### src/rtl/ee457_hdu_sb_pkg.sv
// Shared types and constants for the EE457 scoreboard hazard detection unit.
package ee457_hdu_pkg;

    // Reason the ID stage is being held; reported alongside stall.
    typedef enum logic [2:0] {
        CAUSE_NONE      = 3'd0,
        CAUSE_RAW_LD    = 3'd1,
        CAUSE_RAW_MD    = 3'd2,
        CAUSE_STRUCT_MD = 3'd3,
        CAUSE_WAW       = 3'd4
    } cause_e;

    // Which kind of producer owns a pending register result.
    typedef enum logic {
        CLS_LD = 1'b0,
        CLS_MD = 1'b1
    } lat_cls_e;

    // Width of a countdown that must hold the longer of the two latencies.
    function automatic int cnt_w(input int load_lat, input int md_lat);
        return $clog2(((load_lat > md_lat) ? load_lat : md_lat) + 1);
    endfunction

endpackage

### src/rtl/ee457_hdu_sb_if.sv
// ID-stage request and stall/flush response bundle between pipeline and HDU.
interface ee457_hdu_sb_if #(
    parameter int REG_AW = 5,
    parameter int PCW    = 16
);
    logic              id_valid;
    logic [REG_AW-1:0] id_ra;
    logic              id_ra_used;
    logic [REG_AW-1:0] id_rb;
    logic              id_rb_used;
    logic [REG_AW-1:0] id_wa;
    logic              id_regwrite;
    logic              id_lw;
    logic              id_md;
    logic              ex_br_taken;
    logic              stall;
    logic              pcwrite;
    logic              irwrite;
    logic              id_ex_bubble;
    logic              if_id_flush;
    logic [2:0]        stall_cause;
    logic [PCW-1:0]    stall_cycles;

    // Pipeline side: presents the ID instruction, consumes stall/flush controls.
    modport master (
        output id_valid, id_ra, id_ra_used, id_rb, id_rb_used, id_wa,
               id_regwrite, id_lw, id_md, ex_br_taken,
        input  stall, pcwrite, irwrite, id_ex_bubble, if_id_flush,
               stall_cause, stall_cycles
    );

    // HDU side.
    modport slave (
        input  id_valid, id_ra, id_ra_used, id_rb, id_rb_used, id_wa,
               id_regwrite, id_lw, id_md, ex_br_taken,
        output stall, pcwrite, irwrite, id_ex_bubble, if_id_flush,
               stall_cause, stall_cycles
    );
endinterface

### src/rtl/ee457_hdu_sb_scoreboard.sv
// Per-register countdown of cycles until a pending result is forwardable.
module ee457_hdu_scoreboard
    import ee457_hdu_pkg::*;
#(
    parameter int REG_AW = 5,
    parameter int CW     = 3
) (
    input  logic              clk,
    input  logic              rst_n,
    input  logic              alloc,
    input  logic [REG_AW-1:0] alloc_wa,
    input  logic [CW-1:0]     alloc_lat,
    input  lat_cls_e          alloc_cls,
    input  logic [REG_AW-1:0] ra,
    input  logic [REG_AW-1:0] rb,
    input  logic [REG_AW-1:0] wa,
    output logic [CW-1:0]     ra_cnt,
    output lat_cls_e          ra_cls,
    output logic [CW-1:0]     rb_cnt,
    output lat_cls_e          rb_cls,
    output logic [CW-1:0]     wa_cnt
);
    localparam int NREG = 1 << REG_AW;

    logic [CW-1:0] cnt [NREG];
    lat_cls_e      cls [NREG];

    // Allocation wins over the free-running decrement; the caller never allocates r0.
    always_ff @(posedge clk) begin
        for (int r = 0; r < NREG; r++) begin
            if (!rst_n) begin
                cnt[r] <= '0;
                cls[r] <= CLS_LD;
            end else if (alloc && alloc_wa == REG_AW'(r)) begin
                cnt[r] <= alloc_lat;
                cls[r] <= alloc_cls;
            end else if (cnt[r] != '0) begin
                cnt[r] <= cnt[r] - CW'(1);
            end
        end
    end

    assign ra_cnt = cnt[ra];
    assign ra_cls = cls[ra];
    assign rb_cnt = cnt[rb];
    assign rb_cls = cls[rb];
    assign wa_cnt = cnt[wa];

endmodule

### src/rtl/ee457_hdu_sb.sv
// Scoreboard hazard detection unit: RAW, MUL/DIV structural and WAW stalls.
module ee457_hdu_sb
    import ee457_hdu_pkg::*;
#(
    parameter int REG_AW   = 5,
    parameter int LOAD_LAT = 1,
    parameter int MD_LAT   = 4,
    parameter int PCW      = 16
) (
    input logic           clk,
    input logic           rst_n,
    ee457_hdu_sb_if.slave hif
);
    localparam int            CW   = cnt_w(LOAD_LAT, MD_LAT);
    localparam logic [CW-1:0] LD_L = CW'(LOAD_LAT);
    localparam logic [CW-1:0] MD_L = CW'(MD_LAT);

    logic [CW-1:0]  ra_cnt, rb_cnt, wa_cnt, lat, md_cnt;
    lat_cls_e       ra_cls, rb_cls;
    logic           raw_a, raw_b, strct, waw, stall, issue, alloc;
    cause_e         cause;
    logic [PCW-1:0] stall_cycles;

    assign lat = hif.id_lw ? LD_L : (hif.id_md ? MD_L : '0);

    // r0 never carries a pending result, so its address is masked out of every hazard.
    assign raw_a = hif.id_ra_used && hif.id_ra != '0 && ra_cnt != '0;
    assign raw_b = hif.id_rb_used && hif.id_rb != '0 && rb_cnt != '0;
    assign strct = hif.id_md && md_cnt != '0;
    // A later write may only land if it cannot complete before the older one.
    assign waw   = hif.id_regwrite && hif.id_wa != '0 && wa_cnt > lat;

    // Taken branch squashes ID, so it never stalls; reset forces a free-running pipe.
    assign stall = rst_n && hif.id_valid && !hif.ex_br_taken && (raw_a || raw_b || strct || waw);
    assign issue = rst_n && hif.id_valid && !stall && !hif.ex_br_taken;
    assign alloc = issue && hif.id_regwrite && hif.id_wa != '0 && lat != '0;

    ee457_hdu_scoreboard #(.REG_AW(REG_AW), .CW(CW)) u_sb (
        .clk       (clk),
        .rst_n     (rst_n),
        .alloc     (alloc),
        .alloc_wa  (hif.id_wa),
        .alloc_lat (lat),
        .alloc_cls (hif.id_md ? CLS_MD : CLS_LD),
        .ra        (hif.id_ra),
        .rb        (hif.id_rb),
        .wa        (hif.id_wa),
        .ra_cnt    (ra_cnt),
        .ra_cls    (ra_cls),
        .rb_cnt    (rb_cnt),
        .rb_cls    (rb_cls),
        .wa_cnt    (wa_cnt)
    );

    // Cause priority: RAW (rs before rt) > structural > WAW.
    always_comb begin
        cause = CAUSE_NONE;
        if (stall) begin
            if (raw_a) begin
                if (ra_cls == CLS_MD) cause = CAUSE_RAW_MD;
                else                  cause = CAUSE_RAW_LD;
            end else if (raw_b) begin
                if (rb_cls == CLS_MD) cause = CAUSE_RAW_MD;
                else                  cause = CAUSE_RAW_LD;
            end else if (strct) begin
                cause = CAUSE_STRUCT_MD;
            end else begin
                cause = CAUSE_WAW;
            end
        end
    end

    // MUL/DIV unit is not pipelined: busy for MD_LAT cycles after each issue.
    always_ff @(posedge clk) begin
        if (!rst_n)                  md_cnt <= '0;
        else if (issue && hif.id_md) md_cnt <= MD_L;
        else if (md_cnt != '0)       md_cnt <= md_cnt - CW'(1);
    end

    // Saturating count of stalled cycles.
    always_ff @(posedge clk) begin
        if (!rst_n)                         stall_cycles <= '0;
        else if (stall && stall_cycles != '1) stall_cycles <= stall_cycles + PCW'(1);
    end

    assign hif.stall        = stall;
    assign hif.pcwrite      = !stall;
    assign hif.irwrite      = !stall;
    assign hif.id_ex_bubble = !rst_n || stall || hif.ex_br_taken || !hif.id_valid;
    assign hif.if_id_flush  = hif.ex_br_taken;
    assign hif.stall_cause  = cause;
    assign hif.stall_cycles = stall_cycles;

endmodule
### src/flat_wrapper.sv
// flat-port wrapper written by rule: the top's interface ports become plain ports
module ee457_hdu_sb_flat import ee457_hdu_pkg::*;
#(
    parameter int REG_AW   = 5,
    parameter int LOAD_LAT = 1,
    parameter int MD_LAT   = 4,
    parameter int PCW      = 16
)
  (clk, rst_n, hif_id_valid, hif_id_ra, hif_id_ra_used, hif_id_rb, hif_id_rb_used, hif_id_wa, hif_id_regwrite, hif_id_lw, hif_id_md, hif_ex_br_taken, hif_stall, hif_pcwrite, hif_irwrite, hif_id_ex_bubble, hif_if_id_flush, hif_stall_cause, hif_stall_cycles);
  ee457_hdu_sb_if #(.REG_AW(REG_AW), .PCW(PCW)) hif_i ();
  input logic clk;
  input logic rst_n;
  input wire logic [$bits(hif_i.id_valid)-1:0] hif_id_valid;
  input wire logic [$bits(hif_i.id_ra)-1:0] hif_id_ra;
  input wire logic [$bits(hif_i.id_ra_used)-1:0] hif_id_ra_used;
  input wire logic [$bits(hif_i.id_rb)-1:0] hif_id_rb;
  input wire logic [$bits(hif_i.id_rb_used)-1:0] hif_id_rb_used;
  input wire logic [$bits(hif_i.id_wa)-1:0] hif_id_wa;
  input wire logic [$bits(hif_i.id_regwrite)-1:0] hif_id_regwrite;
  input wire logic [$bits(hif_i.id_lw)-1:0] hif_id_lw;
  input wire logic [$bits(hif_i.id_md)-1:0] hif_id_md;
  input wire logic [$bits(hif_i.ex_br_taken)-1:0] hif_ex_br_taken;
  output wire logic [$bits(hif_i.stall)-1:0] hif_stall;
  output wire logic [$bits(hif_i.pcwrite)-1:0] hif_pcwrite;
  output wire logic [$bits(hif_i.irwrite)-1:0] hif_irwrite;
  output wire logic [$bits(hif_i.id_ex_bubble)-1:0] hif_id_ex_bubble;
  output wire logic [$bits(hif_i.if_id_flush)-1:0] hif_if_id_flush;
  output wire logic [$bits(hif_i.stall_cause)-1:0] hif_stall_cause;
  output wire logic [$bits(hif_i.stall_cycles)-1:0] hif_stall_cycles;
  assign hif_i.id_valid = hif_id_valid;
  assign hif_i.id_ra = hif_id_ra;
  assign hif_i.id_ra_used = hif_id_ra_used;
  assign hif_i.id_rb = hif_id_rb;
  assign hif_i.id_rb_used = hif_id_rb_used;
  assign hif_i.id_wa = hif_id_wa;
  assign hif_i.id_regwrite = hif_id_regwrite;
  assign hif_i.id_lw = hif_id_lw;
  assign hif_i.id_md = hif_id_md;
  assign hif_i.ex_br_taken = hif_ex_br_taken;
  assign hif_stall = hif_i.stall;
  assign hif_pcwrite = hif_i.pcwrite;
  assign hif_irwrite = hif_i.irwrite;
  assign hif_id_ex_bubble = hif_i.id_ex_bubble;
  assign hif_if_id_flush = hif_i.if_id_flush;
  assign hif_stall_cause = hif_i.stall_cause;
  assign hif_stall_cycles = hif_i.stall_cycles;
  ee457_hdu_sb #(.REG_AW(REG_AW), .LOAD_LAT(LOAD_LAT), .MD_LAT(MD_LAT), .PCW(PCW)) u_core (.clk(clk), .rst_n(rst_n), .hif(hif_i));
endmodule
### config.mk
export PLATFORM = sky130hd
export DESIGN_NAME = ee457_hdu_sb_flat
export DESIGN_NICKNAME = d
export VERILOG_FILES = /design/src/rtl/ee457_hdu_sb_pkg.sv /design/src/rtl/ee457_hdu_sb_if.sv /design/src/rtl/ee457_hdu_sb_scoreboard.sv /design/src/rtl/ee457_hdu_sb.sv /design/src/flat_wrapper.sv
export SDC_FILE = /design/constraint.sdc
export NUM_CORES = 1
export LEC_CHECK = 0
export BUFFER_PORTS_ARGS = -buffer_cell sky130_fd_sc_hd__buf_2
export CAP_MARGIN = 20
export CORE_MARGIN = 2
export CORE_UTILIZATION = 60
export DETAILED_ROUTE_END_ITERATION = 10
export PLACE_DENSITY = 0.78
export SYNTH_ARGS = -nofsm -noshare
export SYNTH_HDL_FRONTEND = slang
export SYNTH_SLANG_ARGS = --single-unit
### constraint.sdc
create_clock -name clk -period 17.96 [get_ports clk]
set_input_delay 5.388 -clock clk [delete_from_list [all_inputs] [get_ports clk]]
set_output_delay 5.388 -clock clk [all_outputs]
set_load 0.02 [all_outputs]
# Yosys cells after proc, flatten, opt, wreduce, memory -nomap -nowiden
# Memory sizes are Yosys's and may differ from the RTL's.
# Index checks and enable logic that the tools add are counted.
# op_classes
addsub	34
magnitude_cmp	1
eq_ne	32
mux	332
bitwise_logic	97
n_reduce_logical	101
# ops
cell	n
$mux W1	258
$mux W3	72
$reduce_bool A3 Y1	36
$sub A3 B1 Y3 const B	33
$or A1 B1 Y1	96
$eq A5 B5 Y1 const B	16
$logic_and A1 B1 Y1	49
$eq A5 B4 Y1 const B	8
$eq A5 B3 Y1 const B	4
$add A16 B1 Y16 const B	1
$ne A16 B16 Y1 const B	1
$reduce_bool A5 Y1	3
$eq A5 B2 Y1 const B	2
$logic_or A1 B1 Y1	6
$eq A5 B1 Y1 const B	1
$logic_not A5 Y1	1
$logic_not A1 Y1	4
$mux W2	2
$gt A3 B3 Y1	1
$reduce_bool A2 Y1	1
$reduce_or A2 Y1	1
$not A1 Y1	1
# word_totals
register_bits	19
ram_bits	128
output_inout_bits	24
wordCells	602
mem_count	2
# mem_list
name	depth	width	rd	rd_ports_with_merged_regs	wr	line_no	rtl
u_core.u_sb.cnt	32	3	35	0	32	ee457_hdu_sb_scoreboard.sv:25	logic [CW-1:0] cnt [NREG];
u_core.u_sb.cls	32	1	2	0	32	ee457_hdu_sb_scoreboard.sv:26	lat_cls_e cls [NREG];

# Depth between registers and ports, before layout
# logic_depth
ltp_word	19
depth_mapped	17
mapped_depth_nobuf	12

# Cells and area by module
# From an unflattened synthesis, not the netlist that was laid out.
# unflattened
hier_cells	937
area_unflattened_um2	11235.8
# modules_own_cells
module	n_inst	cells_each	area_per_inst_um2	seq_area_each_um2
ee457_hdu_scoreboard	1	789	9998.3	3833.7
ee457_hdu_sb	1	148	1237.4	380.4

# Worst setup path before layout
# No wires, ideal clock.
# synth_timing
path_kind	input -> output
start	in hif_id_wa[1]
end	out hif_pcwrite
t_arrival_ns	9.313
required_ns	12.572
path_slack_ns	3.259
path_stages	17
path_buffers	6
path_cell_list	buf_2 buf_1 clkbuf_1 mux4_2 mux4_2 nand2_1 nand2_1 ha_1 nand2_1 a2111oi_0 a311oi_1 a21oi_1 and3_1 clkbuf_1 buf_2 nand2b_1 buf_4
# synth_via
elab_chain_len	6
# synth_lines
element	line_no	rtl
start, declared	flat_wrapper.sv:18	input wire logic [$bits(hif_i.id_wa)-1:0] hif_id_wa;
$mem_v2 Z32 W3 / $reduce_bool A5 Y1 (equally long branches)	--	
$gt A3 B3 Y1 / $logic_and A1 B1 Y1 (equally long branches)	ee457_hdu_sb.sv:31	assign waw = hif.id_regwrite && hif.id_wa != '0 && wa_cnt > lat;
$logic_and A1 B1 Y1 *	ee457_hdu_sb.sv:31	
$logic_or A1 B1 Y1 *	ee457_hdu_sb.sv:34	assign stall = rst_n && hif.id_valid && !hif.ex_br_taken && (raw_a || raw_b || strct || waw);
$logic_and A1 B1 Y1 *	ee457_hdu_sb.sv:34	
$logic_not A1 Y1 *	--	
end, declared	flat_wrapper.sv:24	output wire logic [$bits(hif_i.pcwrite)-1:0] hif_pcwrite;
# Mark *: on every way between the ends. The rest lies on a longest branch, timed or not.

# Worst setup path in the final report
# layout_timing
start	in hif_id_wa[0]
end	out hif_stall_cause[2]
# layout_via
elab_chain_len	6
# layout_lines
element	line_no	rtl
$mem_v2 Z32 W3 / $reduce_bool A5 Y1 (equally long branches)	--	
$gt A3 B3 Y1 / $logic_and A1 B1 Y1 (equally long branches)	ee457_hdu_sb.sv:31	
$logic_and A1 B1 Y1 *	ee457_hdu_sb.sv:31	
$logic_or A1 B1 Y1 *	ee457_hdu_sb.sv:34	
$logic_and A1 B1 Y1 *	ee457_hdu_sb.sv:34	
$mux W3 *	ee457_hdu_sb.sv:58	if (stall) begin
end, declared	flat_wrapper.sv:28	output wire logic [$bits(hif_i.stall_cause)-1:0] hif_stall_cause;
# Marked as above.

==> impl_results.md <==
- Clock-pin slew on the worst setup and hold paths: 0.07 ns
- Max-cap viol count: 0
- Global-route track usage on met2: 46.8%
- Worst hold endpoint: u_core.hif.stall_cycles[7]
- CP Class: input pin to output pin
- Yosys warnings: 0
- Num CTS Buffers: 17
- P per Cell Area: 136 nW/um^2
- Post-synthesis sequential element count: 147
- Gr usage total: 29.9%
- Clock Skew: 0.00817 ns
- Initial core utilization: 60.7%
- Worst EP required: 12.57 ns
- Worst hold path class: flip-flop to flip-flop
- Mapped cell area: 10800 sq um
- Worst Hold Depth: 2
- EDFF count, synth: 127
- Die area: 19200 sq um
- TritonCTS sink count: 147
- Total grt overflow: 0
- Syn_area_per_cell: 10.5 sq um
- Xor and xnor area share after synthesis: 0.0808%
- Dpl hpwl: 20500 um
- Final Max Tran Viols: 0
- Status: finished clean
- Post-route antenna net violation count: 0
- Most frequent cells after synthesis: edfxtp_1 (127), inv_1 (109), nand2_1 (89)
- Port-buffer cells: 47
- Top-count cell post-synth: edfxtp_1
- Clk_lat worst skew: 0.44 ns
- Number of global-route vias before repair: 8451
- Most used DFF post-synth: edfxtp_1
- Area delta synth->final: 7.45%
- Share of layout cells above drive strength 1: 16.4%
- CTS tree: built
- Unique cell type count in the Yosys netlist: 66
- Vias per std cell: 6.90
- WL final: 28500 um
- Register area share after synthesis: 38.9%
- CTS H-tree depth: 4
- Drt drc: 0
- Critical path buffers and inverters: 2
- R2R setup slack: 13.06 ns
- Met1 Use GR: 41.1%
- Min Tclk post-route: 15.00 ns
- Setup-failing EPs final: 0
- Root buffer cell: clkbuf_16
- Worst r2r src: u_core.u_sb.cnt[3][2]
- Inst Count DP: 1243
- RePlAce Congestion: 0.937
- Syn nets: 1128
- Leak: 4.81 nW
- CP max-delay cell: and3_1
- # rows: 49
- Largest net degree at the start of global routing: 73
- Met3 Use GR: 6.30%
- Post-synthesis simple-gate area fraction: 22.7%
- Crit. End Element: output pin
- Setup_tns: 0 ns
- Hold Vio Cnt, Final: 0
- Synth Area in Compound Gates: 5.26%
- Arrival @ worst endpoint: 9.61 ns
- Period utilization: 83.5%
- Top Usage Layer GRT: met2
- CP startpoint kind: input pin
- Yosys top cell by area: edfxtp_1
- Non-Filler Instances: 1277
- 1st-iter DRT viols: 1109
- Post-CTS setup buffer count: 0
- Layout net count: 1127
- Worst Path Max Fanout: 27
- HP Start: u_core.hif.stall_cycles[7]
- Max Fclk: 0.0667 GHz
- Worst slew pin tran: 1.13 ns
- Slew margin rel.: 24.8%
- Slowest stage delay, CP: 0.74 ns
- CP delay by family, top: simple AND/OR/NAND/NOR gates
- Worst r2r path cells: 12
- Synth Area in Adders: 7.97%
- Avg WL per Cell: 22.3 um
- Initial antenna violation count: 1
- Largest family of logic cells by synthesized area: simple AND/OR/NAND/NOR gates
- Mapped Cells: 1035
- Unrepaired setup endpoints after global routing: false
- DIE WIDTH: 138 um
- Resize count post-CTS: 0
- First-pass DRT Iterations: 7
- Die Height: 138 um
- IO Count: 48
- Crit-path most repeated cell: nand2_1
- Post-synth ARST share: 0%
- Mux share of post-synthesis cell area: 18.2%
- Cell Chain, Critical Path: buf_2 > mux4_2 > mux4_2 > nand2_1 > nand2_1 > ha_1 > nand2_1 > a2111oi_0 > a311oi_1 > a21oi_1 > and3_1 > nand2b_1 > nor2_1 > buf_2
- Synth top area cells: edfxtp_1 (35%), mux4_2 (10%), ha_1 (8.0%), mux2i_1 (4.3%), inv_1 (3.8%)
- Core Box Area: 17800 sq um
- Hold Buf Count CTS: 0
- First-pass GRT wire length: 45100 um
- Vias: 8808
- Top cell type's share of synthesized area: 35.2%
- IR drop worst, VDD: 0.0788 mV
- Reg-to-Reg End: u_core.u_sb.cls[5]
- Worst-case clock buffer depth: 2
## layout by cell type, fill, tap and decap left out, drive strengths merged, types with 6 or more instances in the layout
cell	count
a2111oi	6
a21oi	11
and2	7
and3	17
buf	52
clkbuf	19
dfxtp	20
edfxtp	127
ha	69
inv	120
mux2	37
mux2i	47
mux4	48
nand2	89
nand2b	10
nand3	51
nand4	19
nor2	39
nor3	68
nor3b	6
nor4	25
nor4b	37
o21ai	15
or3	37
## area by class of cell
class | count | area [sq um]
Clock inverter | 13 | 110
Clock buffer | 19 | 464
Antenna cell | 1 | 2.50
Timing Repair Buffer | 52 | 273
Fill cell | 1385 | 6200
Multi-Input combinational cell | 705 | 5880
Tap cell | 229 | 287
Sequential cell | 147 | 4210
Inverter | 111 | 417
## worst max-delay path by stage
stage | startpoint | to | slack (ns) | cells past startpoint
floorplan | hif_id_wa[1] | hif_pcwrite | 3.26 | 17
global placement | hif_id_wa[0] | hif_stall_cause[2] | 3.20 | 14
detailed placement | hif_id_wa[0] | hif_stall_cause[2] | 3.05 | 14
CTS | hif_id_wa[0] | hif_stall_cause[2] | 3.03 | 14
global route | hif_id_wa[0] | hif_stall_cause[2] | 2.77 | 14
finish | hif_id_wa[0] | hif_stall_cause[2] | 2.96 | 14
## logic make-up after synthesis
| group | Yosys count |
|---|---|
| AO/OA/AOI/OAI | 79 |
| XOR/XNOR | 1 |
| adder cells (fa/ha/maj) | 69 |
| buffers and inverters | 183 |
| flip-flops | 147 |
| multiplexers | 132 |
| other | 1 |
| AND/OR/NAND/NOR | 423 |
## worst reg2reg max path, cell delays in order (launching register included)
cell	delay [ns]
edfxtp_1	0.50
mux4_2	0.52
mux4_2	0.46
nand2_1	0.09
nand2_1	0.06
ha_1	0.29
nand2_1	0.07
a2111oi_0	0.44
a311oi_1	0.16
a21oi_1	0.26
and3_1	0.74
nand2_1	0.65
nor3_1	0.46
## sequential cells by signal (all words and copies together) (netlist names)
name / cells
u_core.u_sb.cls: 32
u_core.u_sb.cnt: 96
u_core.md_cnt: 3
u_core.hif.stall_cycles: 16
## power breakdown
group          internal, mW  switching [mW]
Combinational         0.267           0.310
Clock                 0.193           0.160
Sequential            0.522           0.135
Total                 0.983           0.605
## through the flow
step           utilization (%)  total power, mW  worst slack (ns)  instance area, sq um  hold WS (ns)
4_1_cts                   65.2             1.57              3.03                 11600         0.485
5_1_grt                   65.3             1.68              2.77                 11600         0.515
3_3_place_gp              62.0             1.19              3.20                 11100         0.460
6_report                  65.3             1.59              2.96                 11600         0.485
2_1_floorplan                -             1.05              3.26                 10800         0.446
3_5_place_dp              62.0             1.22              3.05                 11100         0.472
## layer usage
layer	vias up	routed length (um)
met3	104	3030
met5	-	0
met4	0	1040
met2	512	12900
met1	4261	11500
li1	3931	-
Power figures use the tool's default switching activity.
